File: src/rtl/sdram_arbiter.sv
// rtl/sdram_arbiter.sv - SDRAM bus arbiter for the read, write and auto-refresh sequencers
module sdram_arbiter #(
    parameter int REFRESH_PERIOD = 390,
    parameter int TIMEOUT        = 255,
    parameter int GAP_CYCLES     = 2
) (
    input  logic iclk,
    input  logic ireset,
    input  logic iinit_fin,
    input  logic iwr_req,
    input  logic ird_req,
    output logic owr_done,
    output logic ord_done,
    output logic owr_enb,
    output logic ord_enb,
    output logic oref_enb,
    output logic owr_start,
    output logic ord_start,
    output logic oref_start,
    input  logic iwr_fin,
    input  logic ird_fin,
    input  logic iref_fin,
    output logic obusy,
    output logic oerr,
    output logic oref_overrun
);

    localparam int RW = $clog2(REFRESH_PERIOD);
    localparam int GW = $clog2(GAP_CYCLES + 1);
    localparam logic [RW-1:0] REF_LAST = RW'(REFRESH_PERIOD - 1);
    localparam logic [7:0]    TO_LAST  = 8'(TIMEOUT - 1);
    localparam logic [GW-1:0] GAP_LAST = GW'(GAP_CYCLES - 1);

    typedef enum logic [2:0] {
        S_WAIT_INIT,
        S_IDLE,
        S_GRANT,
        S_BUSY,
        S_GAP
    } state_t;

    typedef enum logic [1:0] {
        SEL_WR,
        SEL_RD,
        SEL_REF
    } sel_t;

    state_t          state, state_n;
    sel_t            winner, winner_n;
    logic            last_rd;
    logic [7:0]      to_cnt;
    logic [GW-1:0]   gap_cnt;
    logic [RW-1:0]   ref_cnt;
    logic            ref_pending;
    logic            ref_wrap;
    logic            win_fin;
    logic            busy_fin;
    logic            busy_timeout;
    logic            enb_keep;

    always_comb begin
        win_fin = 1'b0;
        case (winner)
            SEL_WR:  win_fin = iwr_fin;
            SEL_RD:  win_fin = ird_fin;
            SEL_REF: win_fin = iref_fin;
            default: win_fin = 1'b0;
        endcase
    end

    always_comb begin
        state_n      = state;
        winner_n     = winner;
        busy_fin     = 1'b0;
        busy_timeout = 1'b0;
        case (state)
            S_WAIT_INIT: begin
                if (iinit_fin) state_n = S_IDLE;
            end
            S_IDLE: begin
                // Refresh outranks data; read/write alternate when both are asking.
                if (ref_pending) begin
                    winner_n = SEL_REF;
                    state_n  = S_GRANT;
                end else if (iwr_req && ird_req) begin
                    winner_n = last_rd ? SEL_WR : SEL_RD;
                    state_n  = S_GRANT;
                end else if (iwr_req) begin
                    winner_n = SEL_WR;
                    state_n  = S_GRANT;
                end else if (ird_req) begin
                    winner_n = SEL_RD;
                    state_n  = S_GRANT;
                end
            end
            S_GRANT: begin
                state_n = S_BUSY;
            end
            S_BUSY: begin
                if (win_fin) begin
                    busy_fin = 1'b1;
                    state_n  = S_GAP;
                end else if (to_cnt == TO_LAST) begin
                    busy_timeout = 1'b1;
                    state_n      = S_GAP;
                end
            end
            S_GAP: begin
                if (gap_cnt == GAP_LAST) state_n = S_IDLE;
            end
            default: begin
                state_n = S_WAIT_INIT;
            end
        endcase
    end

    assign enb_keep = (state == S_GRANT) ||
                      ((state == S_BUSY) && !busy_fin && !busy_timeout);
    assign ref_wrap = (state != S_WAIT_INIT) && (ref_cnt == REF_LAST);

    always_ff @(posedge iclk or posedge ireset) begin
        if (ireset) begin
            state   <= S_WAIT_INIT;
            winner  <= SEL_WR;
            last_rd <= 1'b0;
            to_cnt  <= '0;
            gap_cnt <= '0;
        end else begin
            state   <= state_n;
            winner  <= winner_n;
            if (state == S_GRANT && winner != SEL_REF) last_rd <= (winner == SEL_RD);
            to_cnt  <= (state == S_BUSY) ? to_cnt + 8'd1 : 8'd0;
            gap_cnt <= (state == S_GAP) ? gap_cnt + GW'(1) : '0;
        end
    end

    always_ff @(posedge iclk or posedge ireset) begin
        if (ireset) begin
            ref_cnt      <= '0;
            ref_pending  <= 1'b0;
            oref_overrun <= 1'b0;
        end else begin
            if (state == S_WAIT_INIT || ref_wrap) ref_cnt <= '0;
            else                                  ref_cnt <= ref_cnt + RW'(1);
            // A wrap coinciding with a refresh grant re-arms pending for the new period.
            if (ref_wrap) begin
                ref_pending <= 1'b1;
                if (ref_pending) oref_overrun <= 1'b1;
            end else if (state == S_GRANT && winner == SEL_REF) begin
                ref_pending <= 1'b0;
            end
        end
    end

    always_ff @(posedge iclk or posedge ireset) begin
        if (ireset) begin
            owr_enb    <= 1'b0;
            ord_enb    <= 1'b0;
            oref_enb   <= 1'b0;
            owr_start  <= 1'b0;
            ord_start  <= 1'b0;
            oref_start <= 1'b0;
            owr_done   <= 1'b0;
            ord_done   <= 1'b0;
            obusy      <= 1'b1;
            oerr       <= 1'b0;
        end else begin
            owr_enb    <= enb_keep && (winner == SEL_WR);
            ord_enb    <= enb_keep && (winner == SEL_RD);
            oref_enb   <= enb_keep && (winner == SEL_REF);
            owr_start  <= (state == S_GRANT) && (winner == SEL_WR);
            ord_start  <= (state == S_GRANT) && (winner == SEL_RD);
            oref_start <= (state == S_GRANT) && (winner == SEL_REF);
            owr_done   <= busy_fin && (winner == SEL_WR);
            ord_done   <= busy_fin && (winner == SEL_RD);
            obusy      <= (state_n != S_IDLE);
            if (busy_timeout) oerr <= 1'b1;
        end
    end

    enb_onehot: assert property (@(posedge iclk) disable iff (ireset)
        $onehot0({owr_enb, ord_enb, oref_enb}));

endmodule

File: config.mk
export PLATFORM = sky130hd
export DESIGN_NAME = sdram_arbiter
export DESIGN_NICKNAME = d
export VERILOG_FILES = /design/src/rtl/sdram_arbiter.sv
export SDC_FILE = /design/constraint.sdc
export NUM_CORES = 1
export LEC_CHECK = 0
export ABC_CLOCK_PERIOD_IN_PS = 1900
export BUFFER_PORTS_ARGS = -buffer_cell sky130_fd_sc_hd__buf_2
export CORE_MARGIN = 1
export CORE_UTILIZATION = 25
export DETAILED_ROUTE_END_ITERATION = 12
export HOLD_SLACK_MARGIN = 0.12
export MAX_ROUTING_LAYER = met4
export SLEW_MARGIN = 20
export SYNTH_ARGS = -nofsm -noshare
export SYNTH_HDL_FRONTEND = slang
export SYNTH_SLANG_ARGS = --single-unit
File: constraint.sdc
create_clock -name iclk -period 1.9 [get_ports iclk]
set_input_delay 0.095 -clock iclk [delete_from_list [all_inputs] [get_ports iclk]]
set_output_delay 0.095 -clock iclk [all_outputs]
set_load 0.02 [all_outputs]
==> results by stage, run 1 <==
Detailed routing:
- Before antenna repair, the detailed router went through 4 iterations.
- The initial detailed-routing violation count is 31.
- The total number of vias is 1071.
- After detailed routing, the number of remaining DRC violations is 0.
- The count of nets left with antenna violations once routing finished came out at 0.
- For this block, the routed nets add up to 2810 um of wire.
- Using the TritonRoute via totals, the vias-per-cell ratio works out to 4.27.
- In the final routed layout, each cell accounts on average for 11.2 um.

Synthesis:
- Of the synthesized area, sequential elements account for 57.4%.
- Yosys printed 0 warnings.
- The library cell occupying the most area in the post-synthesis netlist is sky130_fd_sc_hd__dfrtp_1.
- Yosys mapped a number of flops with a built-in enable equal to 0.
- The area share of the leading cell type in the synthesized netlist is 55.8%.
- The synthesized netlist contains 33 unique library cells.
- The prevailing post-synth register cell is sky130_fd_sc_hd__dfrtp_1.
- Synthesis produced a netlist with a net count of about 170.
- In this run the cell area of the synthesized design comes to 1620 um2.
- Synthesis inferred 37 register bits.
- The fraction of synthesis flops using an asynchronous set or reset pin is 100%.
- By area the synthesized netlist is led by sky130_fd_sc_hd__dfrtp_1, sky130_fd_sc_hd__nor2_1, sky130_fd_sc_hd__ha_1, sky130_fd_sc_hd__xor2_1, sky130_fd_sc_hd__xnor2_1.
- In the synthesized netlist, the number of instances is 152.
- The post-synthesis average cell area is 10.6 um2.
- The commonest cells after synthesis are sky130_fd_sc_hd__dfrtp_1, sky130_fd_sc_hd__nor2_1, sky130_fd_sc_hd__nand2_1.
- By instance count, the leading cell after synthesis is sky130_fd_sc_hd__dfrtp_1.

Power:
- The relative contribution of combinational cells to total power is about 29%.
- The switching share of total power is 34.8%.
- The cell internal power dissipation is 0.00152 W.
- The worst-case IR drop observed on VDD is approximately 520 uV.
- The clock network power share is 23.4%.
- The power consumption is roughly 0.0023 W.
- The switching power is roughly 0.00081 W.
- The leakage power total is ~0.9 nW.
- The cell area power density is 1240 nW/um2.
- The sequential group share of total power is 47.2%.

Timing:
- Setup repair after global routing left no endpoint under its margin.
- The final count of negative-setup-slack endpoints is 0.
- The worst path in the final design needs a cycle of 1.60 ns, including I/O delays and setup.
- The slew at the pin closest to its max-slew limit is between 0.4 and 0.5 ns.
- Of the available clock period, the critical path in the final layout requires 84.0%.
- The accumulated negative setup slack is 0 ns.
- Hold is met by 0.193 ns.
- The clock tree skew after final layout is roughly 0.0083 ns.
- The relative max-transition margin is between 60% and 70%.
- The hold violation count in the final report is 0.
- The number of max-slew violations in the final report is 0.
- Derived from the worst setup path, the maximum achievable clock frequency is between 600 and 700 MHz.

Worst setup path:
- The slowest stage of the critical path belongs to the cell sky130_fd_sc_hd__dfrtp_1.
- In this design, the largest share of critical-path delay is due to flip-flops.
- The critical path contains buffers and inverters numbering 0 combined.
- STA classifies the critical path startpoint as a flip-flop.
- The signal on the critical path passes through mux2i_2 > o22ai_2 > or3_1 > a211o_1.
- At the worst endpoint, the required time is 2.12 ns.
- The number of logic stages on the critical path including buffering is 4.
- The startpoint of the lowest-slack register-to-register path is winner[1]$_DFFE_PP0P_.
- The critical path class is reg -> reg.
- The critical register-to-register path endpoint is obusy$_DFF_PP1_.
- For flop-to-flop paths, the worst setup slack is 0.30 ns.
- Along the worst path, the maximum fanout reaches 7.
- Measured in cells, the most critical reg-to-reg path has a length of 4.
- STA puts the critical path data arrival time at 1.81 ns.
- The worst setup path is captured at a flip-flop.
- On the worst path, the slowest cell contributes a delay of 0.47 ns.

Placement:
- After legalization and detailed placement, the total HPWL measured between 1500 and 2000 um.
- Routability-driven placement finished with a final weighted congestion of 0.755.
- Port buffering added 18 buffers.

Floorplanning:
- The die outline width is 82.4 um.
- The core footprint is 6060 um2.
- The die covers 6790 um2.
- The initial standard-cell utilization of the core is between 20% and 30%.
- For this design the top-level I/O count stands at 19.
- The vertical die dimension is roughly 82 um.
- After floorplanning, the core was divided into 28 placement rows.

Min path:
- The startpoint of the worst hold path is iref_fin.
- The path category of the worst min-delay check is in -> reg.
- Along the worst hold path, the cell count comes to 3.
- The capture endpoint of the worst hold path is owr_done$_DFF_PP0_.

Clock tree:
- The H-tree depth is 2.
- TritonCTS created 5 clock buffers.
- The maximum number of buffers from clock root to sink is 2.
- The post-cts repair resize count is 0.
- The clock sink count is 37.
- The clock latency on the worst-skew pair is between 0.2 and 0.3 ns.
- The root buffer cell is sky130_fd_sc_hd__clkbuf_8.
- The TritonCTS clock tree is yes.
- After clock tree synthesis, the clock-pin slew on the worst setup and hold paths is ~0.07 ns.

Global routing:
- The first global-routing pass estimated about 4800 um of wire.
- The maximum number of pins on one net before global-route repair is 38.
- The number of global-route vias before repair is 1062.
- The number of antenna violations at the first check in global routing is 0.
- The global-route usage over all layers is 9.96%.
- Summed over all layers, the global routing overflow is 0.

Cells and area:
- Registers take 927 um2.
- The area growth from synthesis to layout is 17.2%.
- In the final layout, the multi-input gates occupy about 650 um2.
- The final net count is ~190.
- The number of antenna diodes in the final layout is 0.
- The share of final-layout standard cells stronger than drive strength 1 is between 10% and 20%.
- The final standard cell utilization of the core is roughly 31%.
- The number of fill cells is 636.

Run:
- Across the run, the number of max-cap violations was 0.

Outcome:
- The flow ran to the end, and the final reports show no timing, DRC or antenna violations.
==> metal layers <==
metal / GRT usage [%] / up-vias / part of all wire [%]
met4: 3.68 / 0 / 1.3
met3: 3.74 / 6 / 6.1
li1: - / 556 / -
met1: 13.0 / 484 / 52
met2: 13.9 / 25 / 41
met5: - / - / 0
==> state kept, by name (all words and copies together) (netlist names), 2 cells and up <==
name,cells
to_cnt,8
ref_cnt,9
winner,2
gap_cnt,2
state,3
==> power groups by stage <==
| stage | logic [W] | registers (W) | clock network [W] |
|---|---|---|---|
| 2_1_floorplan | 0.000518 | 0.00112 | 0 |
| 3_3_place_gp | 0.000691 | 0.00111 | 0 |
| 3_5_place_dp | 0.000695 | 0.00112 | 0 |
| 4_1_cts | 0.000699 | 0.00110 | 0.000572 |
| 5_1_grt | 0.000783 | 0.00113 | 0.000608 |
| 6_report | 0.000687 | 0.00110 | 0.000548 |
==> worst max path at each step <==
stage | from | slack [ns] | end
finish | winner[1]$_DFFE_PP0P_ | 0.30 | obusy$_DFF_PP1_
global route | winner[1]$_DFFE_PP0P_ | 0.20 | obusy$_DFF_PP1_
CTS | winner[1]$_DFFE_PP0P_ | 0.30 | obusy$_DFF_PP1_
detailed placement | winner[1]$_DFFE_PP0P_ | 0.31 | obusy$_DFF_PP1_
global placement | winner[1]$_DFFE_PP0P_ | 0.37 | obusy$_DFF_PP1_
floorplan | winner[1]$_DFFE_PP0P_ | 0.42 | obusy$_DFF_PP1_
==> cells by family after synthesis <==
family	count (synthesis)	synth area share, %
AOI/OAI and AO/OA	17	6.97
xor gates and xnor gates	11	5.96
adders and majority gates	5	3.87
buffers and inverters	9	2.25
DFF	37	57.4
muxes	3	2.25
and+or+nand+nor	70	21.3
==> through the flow <==
step           std cells  cell area [um2]  setup slack [ns]
3_3_place_gp         243             1800             0.368
6_report             251             1890             0.303
3_5_place_dp         243             1800             0.309
4_1_cts              251             1890             0.298
2_1_floorplan        152             1620             0.418
5_1_grt              251             1890             0.201
==> timing repair <==
action,4_1_cts,5_1_grt
setup buffers,0,0
hold buffers,1,0
hold endpoints to repair,36,0
==> cell usage in the layout (no fill, tap or decap), types with 2 or more instances in the layout <==
cell / n
sky130_fd_sc_hd__a21o_1: 3
sky130_fd_sc_hd__a21oi_1: 5
sky130_fd_sc_hd__and4_1: 2
sky130_fd_sc_hd__buf_2: 18
sky130_fd_sc_hd__buf_4: 2
sky130_fd_sc_hd__clkbuf_8: 6
sky130_fd_sc_hd__dfrtp_1: 36
sky130_fd_sc_hd__ha_1: 5
sky130_fd_sc_hd__inv_1: 5
sky130_fd_sc_hd__mux2_2: 2
sky130_fd_sc_hd__nand2_1: 8
sky130_fd_sc_hd__nand2b_1: 4
sky130_fd_sc_hd__nand3_1: 7
sky130_fd_sc_hd__nand4_1: 2
sky130_fd_sc_hd__nor2_1: 28
sky130_fd_sc_hd__nor2b_1: 2
sky130_fd_sc_hd__nor3_1: 6
sky130_fd_sc_hd__nor3b_1: 2
sky130_fd_sc_hd__nor4_1: 2
sky130_fd_sc_hd__o21ai_0: 4
sky130_fd_sc_hd__or3_1: 3
sky130_fd_sc_hd__xnor2_1: 5
sky130_fd_sc_hd__xor2_1: 6
==> cell type report <==
cell class / count / area share [%]
timing repair buffer: 21 / 6.08
clock buffer: 7 / 4.56
sequential: 37 / 49.0
inverter: 5 / 0.991
multi-input combinational: 106 / 34.4
tap: 75 / 4.96
==> worst min-delay path: stages <==
cell,delay [ns]
sky130_fd_sc_hd__buf_2,0.08
sky130_fd_sc_hd__mux2i_2,0.07
sky130_fd_sc_hd__nor4_1,0.16
Note: power is estimated with default switching activity, not from simulation.
==> run 2, diff against run 1 <==
ABC_CLOCK_PERIOD_IN_PS = 1450   (was 1900)
clock period = 1.45 ns   (was 1.9 ns; I/O delays follow)
==> run 2 against run 1 <==
Compared with the run above: the flow now finishes with violations (setup timing); flip-flop and latch count stayed put; sequential power is 26% higher; first-iteration DRC count is 58% higher; largest cell class unchanged; routed wire length is 8.2% higher.
==> results by stage, run 2 (synthesized netlist as in run 1, its figures left out) <==
Power:
- The relative contribution of combinational cells to total power is 38.1% (+8.7 points).
- The switching share of total power is 34.3% (-0.54 points).
- The worst vdd rail ir drop is 647 uV (+24%).
- The cell area power density is 1640 nW/um2 (+33%).
- The leakage power total is 1.01 nW (+12%).
- The switching power is 0.00115 W (+42%).
- The sequential group share of total power is 41.4% (-5.8 points).
- The clock network power share is 20.5% (-2.9 points).
- The cell internal power dissipation is 0.00221 W (+45%).

Worst setup path:
- The kind of start point of the critical path is a flip-flop.
- The critical path class is reg -> reg.
- The endpoint type of the worst setup path is a flip-flop.
- Tracing the worst setup path back leads to its startpoint at winner[1]$_DFFE_PP0P_.
- The critical path goes through mux2i_2 > o22ai_2 > or3_1 > a211o_1.
- The critical path arrival is 1.72 ns (-0.09 ns).
- The largest stage delay on the critical path is 0.39 ns (-0.08 ns).
- The worst register-to-register path ends at obusy$_DFF_PP1_.
- The startpoint identified for the worst register-to-register timing path is winner[1]$_DFFE_PP0P_.
- The register-to-register setup slack is -0.05 ns (-0.36 ns).
- For this design, the slowest cell found on the critical path is sky130_fd_sc_hd__dfrtp_1.
- The worst reg2reg path depth came to 4 (unchanged).
- The required time of the critical path is 1.67 ns (-0.45 ns).
- The largest fanout on the critical path is 4 (-3).

Cells and area:
- The library cells used most frequently in the layout, excluding fill and tap cells, are sky130_fd_sc_hd__dfrtp_1, sky130_fd_sc_hd__nor2_1, sky130_fd_sc_hd__buf_4, sky130_fd_sc_hd__buf_2, sky130_fd_sc_hd__nand2_1.
- The most frequent standard cell in the layout excluding fill and tap cells is sky130_fd_sc_hd__dfrtp_1.
- The finished layout cell area is 2050 um2 (+8.4%).
- The register with the most flip-flops in the final layout is ref_cnt.
- The largest registers in the layout are ref_cnt: 9 flops, to_cnt: 8 flops, state: 3 flops.
- The number of flip-flops under the largest register name is 9 (unchanged).
- The diode insertion count for antenna repair is 0 (unchanged).
- The area growth from synthesis to layout is 27.0%.
- The share of final-layout standard cells stronger than drive strength 1 is 28.4% (+9.7 points).
- The final net count is 209 (+11%).

Detailed routing:
- The number of nets still failing antenna checks after routing is 0 (unchanged).
- The initial detailed-routing violation count is 49 (+58%).
- The average wire per standard cell is 11.2 um (-0.13%).
- The number of vias per cell is 4.37 (+2.4%).
- The post-detailed-route DRC marker count came to 0 (unchanged).
- The total number of vias is 1188 (+11%).
- The number of search-and-repair iterations in the first detailed-routing pass is 4 (unchanged).
- The total wire length is 3040 um (+8.2%).

Min path:
- The startpoint of the worst hold path is iwr_req.
- The instance count along the most critical hold path is 3 (unchanged).
- The path category of the worst min-delay check is in -> reg.
- The worst hold path terminates at winner[0]$_DFFE_PP0P_.

Timing:
- The upper clock frequency limit is 665 MHz (+6.2%).
- The relative max-transition margin is 69.3% (-0.32 points).
- The ratio of final minimum period to clock period was 104% (+20 points).
- The number of max-slew violations in the final report is 0 (unchanged).
- Setup repair after global routing could not meet its margin everywhere.
- The slew at the pin closest to its max-slew limit was 0.460 ns (+0.00474 ns).
- The final count of negative-setup-slack endpoints is 1 (+1).
- The final worst slack came to -0.0535 ns (-0.357 ns).
- The minimum clock period is 1.50 ns (-0.0932 ns).
- The clock tree skew after final layout was 0.00585 ns (-0.00249 ns).
- The hold violation count in the final report is 0 (unchanged).

Clock tree:
- The clock sink count is 37 (unchanged).
- The maximum number of buffers from clock root to sink is 2 (unchanged).
- The total clock buffers created by CTS came to 5 (unchanged).
- The root buffer cell chosen for the clock tree is sky130_fd_sc_hd__clkbuf_8.
- The register clock-pin slew on the reported worst setup and hold paths is 0.07 ns (about the same).
- The TritonCTS clock tree is yes.
- The clock latency on the worst-skew pair is 0.29 ns (about the same).
- The H-tree depth came to 2 (unchanged).

Global routing:
- The maximum number of pins on one net before global-route repair was 38 (unchanged).
- The wire length of the first global-routing pass was 5260 um (+8.5%).
- The number of global-route vias before repair is 1206 (+14%).
- The global-route usage over all layers came to 10.8% (+0.86 points).
- The sum of overflow across all layers after global routing is 0 (unchanged).
- The number of antenna violations at the first check in global routing came to 0 (unchanged).

Outcome:
- The final reports fail on setup timing.
- The run finished, with violations left.

Placement:
- The count of buffers from port buffering is 18 (unchanged).
- The routability-driven placement congestion ratio is 0.802 (+6.3%).
- The post-DP HPWL is 2170 um (+9.6%).
- The worst slack at placement is -0.0586 ns (-0.368 ns).
- The standard cell area after detailed placement came to 1920 um2 (+6.7%).

Run:
- The count of maximum capacitance violations is 0 (unchanged).

Floorplanning:
- The core footprint is 6060 um2 (unchanged).
- The number of top-level pins came to 19 (unchanged).
- The die outline width is 82.4 um (unchanged).
- The number of rows in the core area is 28 (unchanged).
- The vertical die dimension came to 82.4 um (unchanged).
- The initial standard-cell utilization of the core is 26.7% (unchanged).
- The die area was 6790 um2 (unchanged).
## run 2: final cells by class
class | instances | area (um2)
Clock buffer | 6 | 72.6
Clock inverter | 2 | 10.0
Timing Repair Buffer | 41 | 265
Fill cell | 613 | 4010
Sequential cell | 37 | 927
Multi-Input combinational cell | 106 | 664
Inverter | 5 | 18.8
Tap cell | 75 | 93.8
## run 2: worst max path at each step
stage                      endpoint  slack, ns  depth (start not counted)
finish              obusy$_DFF_PP1_      -0.05                          4
global route        obusy$_DFF_PP1_      -0.11                          4
CTS                 obusy$_DFF_PP1_      -0.05                          4
detailed placement  obusy$_DFF_PP1_      -0.06                          4
global placement    obusy$_DFF_PP1_      -0.02                          4
floorplan           obusy$_DFF_PP1_      -0.03                          4
## run 2: repair_timing
action                                 in CTS  in global routing
cloned                                      0                  0
pin swaps                                   0                  0
setup buffers                               1                  3
hold buffers                                1                  0
resized for setup                           0                  3
setup endpoints to repair                   2                 13
endpoints found under the hold margin      36                  0
## run 2: power groups by stage
stage	sequential, W	clock (W)	combinational, W
after floorplan	0.00146	0	0.000679
after global placement	0.00141	0	0.00121
after detailed placement	0.00142	0	0.00121
after CTS	0.00140	0.000721	0.00123
after global routing	0.00144	0.000754	0.00144
final	0.00139	0.000689	0.00128
## run 2: layer usage
layer / part of all wire [%] / global-route usage [%] / up-vias / routed length (um)
li1: - / - / 597 / -
met1: 48 / 13.2 / 562 / 1450
met2: 46 / 16.7 / 21 / 1390
met3: 4.7 / 3.30 / 8 / 144
met4: 1.7 / 4.21 / 0 / 51
met5: 0 / - / - / 0
## run 2: worst max-delay path: cells and delay by family (launching register included)
kind,cells,cell delay (ns)
AOI/OAI and AO/OA,2,0.40
muxes,1,0.27
and+or+nand+nor,1,0.37
DFF,1,0.39
## run 2: stage by stage
stage	power (W)	hold WS [ns]	util [%]	instances	setup TNS, ns
after floorplan	0.00214	0.251	-	152	-0.0317
after global placement	0.00262	0.205	31.6	259	-0.0188
after detailed placement	0.00263	0.202	31.6	259	-0.0586
after CTS	0.00335	0.169	33.3	269	-0.0588
after global routing	0.00363	0.216	33.9	272	-0.119
final	0.00337	0.197	33.9	272	-0.0535
==> run 3, diff against run 2 <==
CELL_PAD_IN_SITES_DETAIL_PLACEMENT = 1   (was default)
CELL_PAD_IN_SITES_GLOBAL_PLACEMENT = 1   (was default)
CORE_MARGIN = 2   (was 1)
PLACE_DENSITY_LB_ADDON = 0.1   (was default)
==> run 3 against run 2 <==
Compared with the run above: the run still ends with setup timing left; clock-buffer cell count unchanged; core utilization increased by 0.17 points; combinational power increased by 9%.
==> results by stage, run 3 (synthesized netlist as in run 1, its figures left out) <==
Timing:
- The ratio of final minimum period to clock period is 104% (+0.17 points).
- The final worst slack is -0.0560 ns (-0.00250 ns).
- The slew at the pin closest to its max-slew limit is 0.481 ns (+0.0212 ns).
- The hold violation count in the final report was 0 (unchanged).
- The smallest hold slack is 0.239 ns (+0.0421 ns).
- The upper clock frequency limit came to 664 MHz (-0.17%).
- The accumulated negative setup slack was -0.0647 ns (-0.0112 ns).
- The number of max-slew violations in the final report is 0 (unchanged).
- The final count of negative-setup-slack endpoints is 2 (+1).
- The minimum clock period was 1.51 ns (+0.00250 ns).
- The relative max-transition margin is 67.9% (-1.4 points).
- Setup repair after global routing could not meet its margin everywhere.
- The clock tree skew after final layout is 0.00981 ns (+0.00396 ns).

Worst setup path:
- The required time of the critical path was 1.67 ns (about the same).
- The register-to-register setup slack is -0.06 ns (about the same).
- In this run the critical register-to-register path is launched from winner[1]$_DFFE_PP0P_.
- The worst reg2reg path depth is 4 (unchanged).
- The worst setup path is launched from a flip-flop.
- The largest individual stage delay along the critical path comes from the cell sky130_fd_sc_hd__dfrtp_2.
- The worst setup path is captured at a flip-flop.
- Following the worst setup path forward leads to its endpoint at obusy$_DFF_PP1_.
- The critical register-to-register path endpoint is obusy$_DFF_PP1_.
- The largest stage delay on the critical path came to 0.41 ns (+0.02 ns).
- The critical path arrival is 1.72 ns (about the same).
- Walking the worst path, the cells encountered are mux2i_4 > o22ai_4 > or3_4 > a211o_1.
- Tracing the worst setup path back leads to its startpoint at winner[1]$_DFFE_PP0P_.
- The critical path class is reg -> reg.
- The largest fanout on the critical path is 3 (-1).

Cells and area:
- The final net count was 209 (unchanged).
- The non-filler instance count after layout came to 274 (+0.74%).
- In the layout the commonest cells are sky130_fd_sc_hd__dfrtp_1, sky130_fd_sc_hd__nor2_1, sky130_fd_sc_hd__buf_4, sky130_fd_sc_hd__buf_2, sky130_fd_sc_hd__nand3_1.
- The area growth from synthesis to layout is 33.0%.
- The number of flip-flops under the largest register name is 9 (unchanged).
- The most frequent standard cell in the layout excluding fill and tap cells is sky130_fd_sc_hd__dfrtp_1.
- The largest registers in the layout are ref_cnt: 9 flops, to_cnt: 8 flops, state: 3 flops.
- The number of fill cells is 725 (+18%).
- More flip-flops sit in one register than any other, and that register is ref_cnt.
- The diode insertion count for antenna repair is 0 (unchanged).
- The share of final-layout standard cells stronger than drive strength 1 is 32.5% (+4.1 points).

Power:
- The worst vdd rail ir drop is 706 uV (+9.2%).
- The leakage power total is 1.03 nW (+2.1%).
- The cell area power density is 1740 nW/um2 (+6.2%).
- The clock network power share came to 25.3% (+4.8 points).
- The switching share of total power was 33.9% (-0.34 points).
- The relative contribution of combinational cells to total power is 37.5% (-0.6 points).
- The sequential group share of total power is 37.2% (-4.2 points).
- The power consumption is 0.00374 W (+11%).
- The switching power is 0.00127 W (+10%).
- The cell internal power dissipation came to 0.00247 W (+12%).

Floorplanning:
- The initial standard-cell utilization of the core was 25.6% (-1.1 points).
- The core footprint is 6310 um2 (+4.2%).
- The die area came to 7120 um2 (+4.9%).
- The die outline width is 84.4 um (+2.4%).
- The vertical die dimension is 84.4 um (+2.4%).
- The number of rows in the core area is 29 (+3.6%).
- The number of top-level pins is 19 (unchanged).

Global routing:
- The wire length of the first global-routing pass came to 6530 um (+24%).
- The maximum number of pins on one net before global-route repair is 38 (unchanged).
- The met1 track demand over resource in global routing is 14.9% (+1.7 points).
- The global-route usage over all layers is 12.2% (+1.4 points).
- The number of global-route vias before repair came to 1360 (+13%).
- The met3 track utilization from global routing is 4.03% (+0.73 points).
- The met2 demand-to-capacity share in global routing is 18.6% (+1.9 points).
- The sum of overflow across all layers after global routing is 0 (unchanged).
- The number of antenna violations at the first check in global routing is 0 (unchanged).
- In this run the most used layer during global routing was met2.

Run:
- The count of maximum capacitance violations came to 0 (unchanged).

Detailed routing:
- The average wire per standard cell is 13.6 um (+21%).
- The number of nets still failing antenna checks after routing was 0 (unchanged).
- The post-detailed-route DRC marker count is 0 (unchanged).
- The total number of vias was 1219 (+2.6%).
- The number of search-and-repair iterations in the first detailed-routing pass was 4 (unchanged).
- The number of vias per cell is 4.45 (+1.9%).
- The total wire length was 3720 um (+22%).
- The initial detailed-routing violation count is 30 (-39%).

Outcome:
- The run finished, with violations left.
- The final reports fail on setup timing.

Clock tree:
- The clock latency on the worst-skew pair was 0.29 ns (about the same).
- The TritonCTS clock tree is yes.
- The register clock-pin slew on the reported worst setup and hold paths came to 0.08 ns (about the same).
- The total clock buffers created by CTS came to 5 (unchanged).
- The root buffer cell is sky130_fd_sc_hd__clkbuf_8.
- The clock sink count is 37 (unchanged).
- The H-tree depth came to 2 (unchanged).
- The maximum number of buffers from clock root to sink is 2 (unchanged).

Min path:
- The instance count along the most critical hold path is 3 (unchanged).
- The path category of the worst min-delay check is in -> reg.

Placement:
- The routability-driven placement congestion ratio is 0.864 (+7.8%).
- The post-placement cell count came to 261 (+0.77%).
- The post-DP HPWL came to 2750 um (+26%).
- The count of buffers from port buffering is 18 (unchanged).
- The worst slack at placement was -0.0994 ns (-0.0408 ns).
run 3: worst max-delay path, delay by kind of cell (launching register included):
kind	cells	cell delay (ns)
compound gates	2	0.37
mux	1	0.27
simple gates	1	0.37
flops	1	0.41
run 3: per-layer routing:
layer / vias up / share of wire, %
li1: 598 / -
met1: 591 / 46
met2: 22 / 47
met3: 8 / 4.2
met4: 0 / 2.4
met5: - / 0
run 3: power groups by stage:
stage | sequential (W) | combinational, W | clock [W]
5_1_grt | 0.00142 | 0.00157 | 0.00102
4_1_cts | 0.00139 | 0.00135 | 0.000976
2_1_floorplan | 0.00146 | 0.000679 | 0
6_report | 0.00139 | 0.00140 | 0.000946
3_5_place_dp | 0.00141 | 0.00134 | 0
3_3_place_gp | 0.00139 | 0.00133 | 0
run 3: cell type report:
cell class / count / area, um2 / share of cell area (%)
Inverter: 5 / 18.8 / 0.874
Clock inverter: 2 / 37.5 / 1.75
Clock buffer: 6 / 82.6 / 3.84
Multi-Input combinational cell: 106 / 703 / 32.7
Timing Repair Buffer: 41 / 282 / 13.1
Sequential cell: 37 / 928 / 43.2
Tap cell: 77 / 96.3 / 4.48
run 3: how the worst min path moves through the flow:
stage / start / to / slack, ns
after floorplan: ireset / gap_cnt[0]$_DFF_PP0_ / 0.25
after global placement: ireset / ref_cnt[0]$_DFF_PP0_ / 0.21
after detailed placement: ireset / to_cnt[2]$_DFF_PP0_ / 0.22
after CTS: iwr_req / winner[0]$_DFFE_PP0P_ / 0.21
after global routing: iwr_req / winner[0]$_DFFE_PP0P_ / 0.23
final: iwr_req / winner[0]$_DFFE_PP0P_ / 0.24
run 3: stage by stage:
stage	area (um2)	utilization (%)
2_1_floorplan	1620	-
3_5_place_dp	1930	30.6
5_1_grt	2150	34.0
6_report	2150	34.0
4_1_cts	2080	33.0
3_3_place_gp	1930	30.6
run 3: what timing repair did:
| action | in CTS | in global routing |
|---|---|---|
| endpoints found under the hold margin | 36 | 0 |
| setup endpoints to repair | 5 | 13 |
| gates resized for setup | 1 | 13 |
| pin swaps | 0 | 2 |
| hold buffers | 1 | 0 |
| buffers inserted | 2 | 2 |
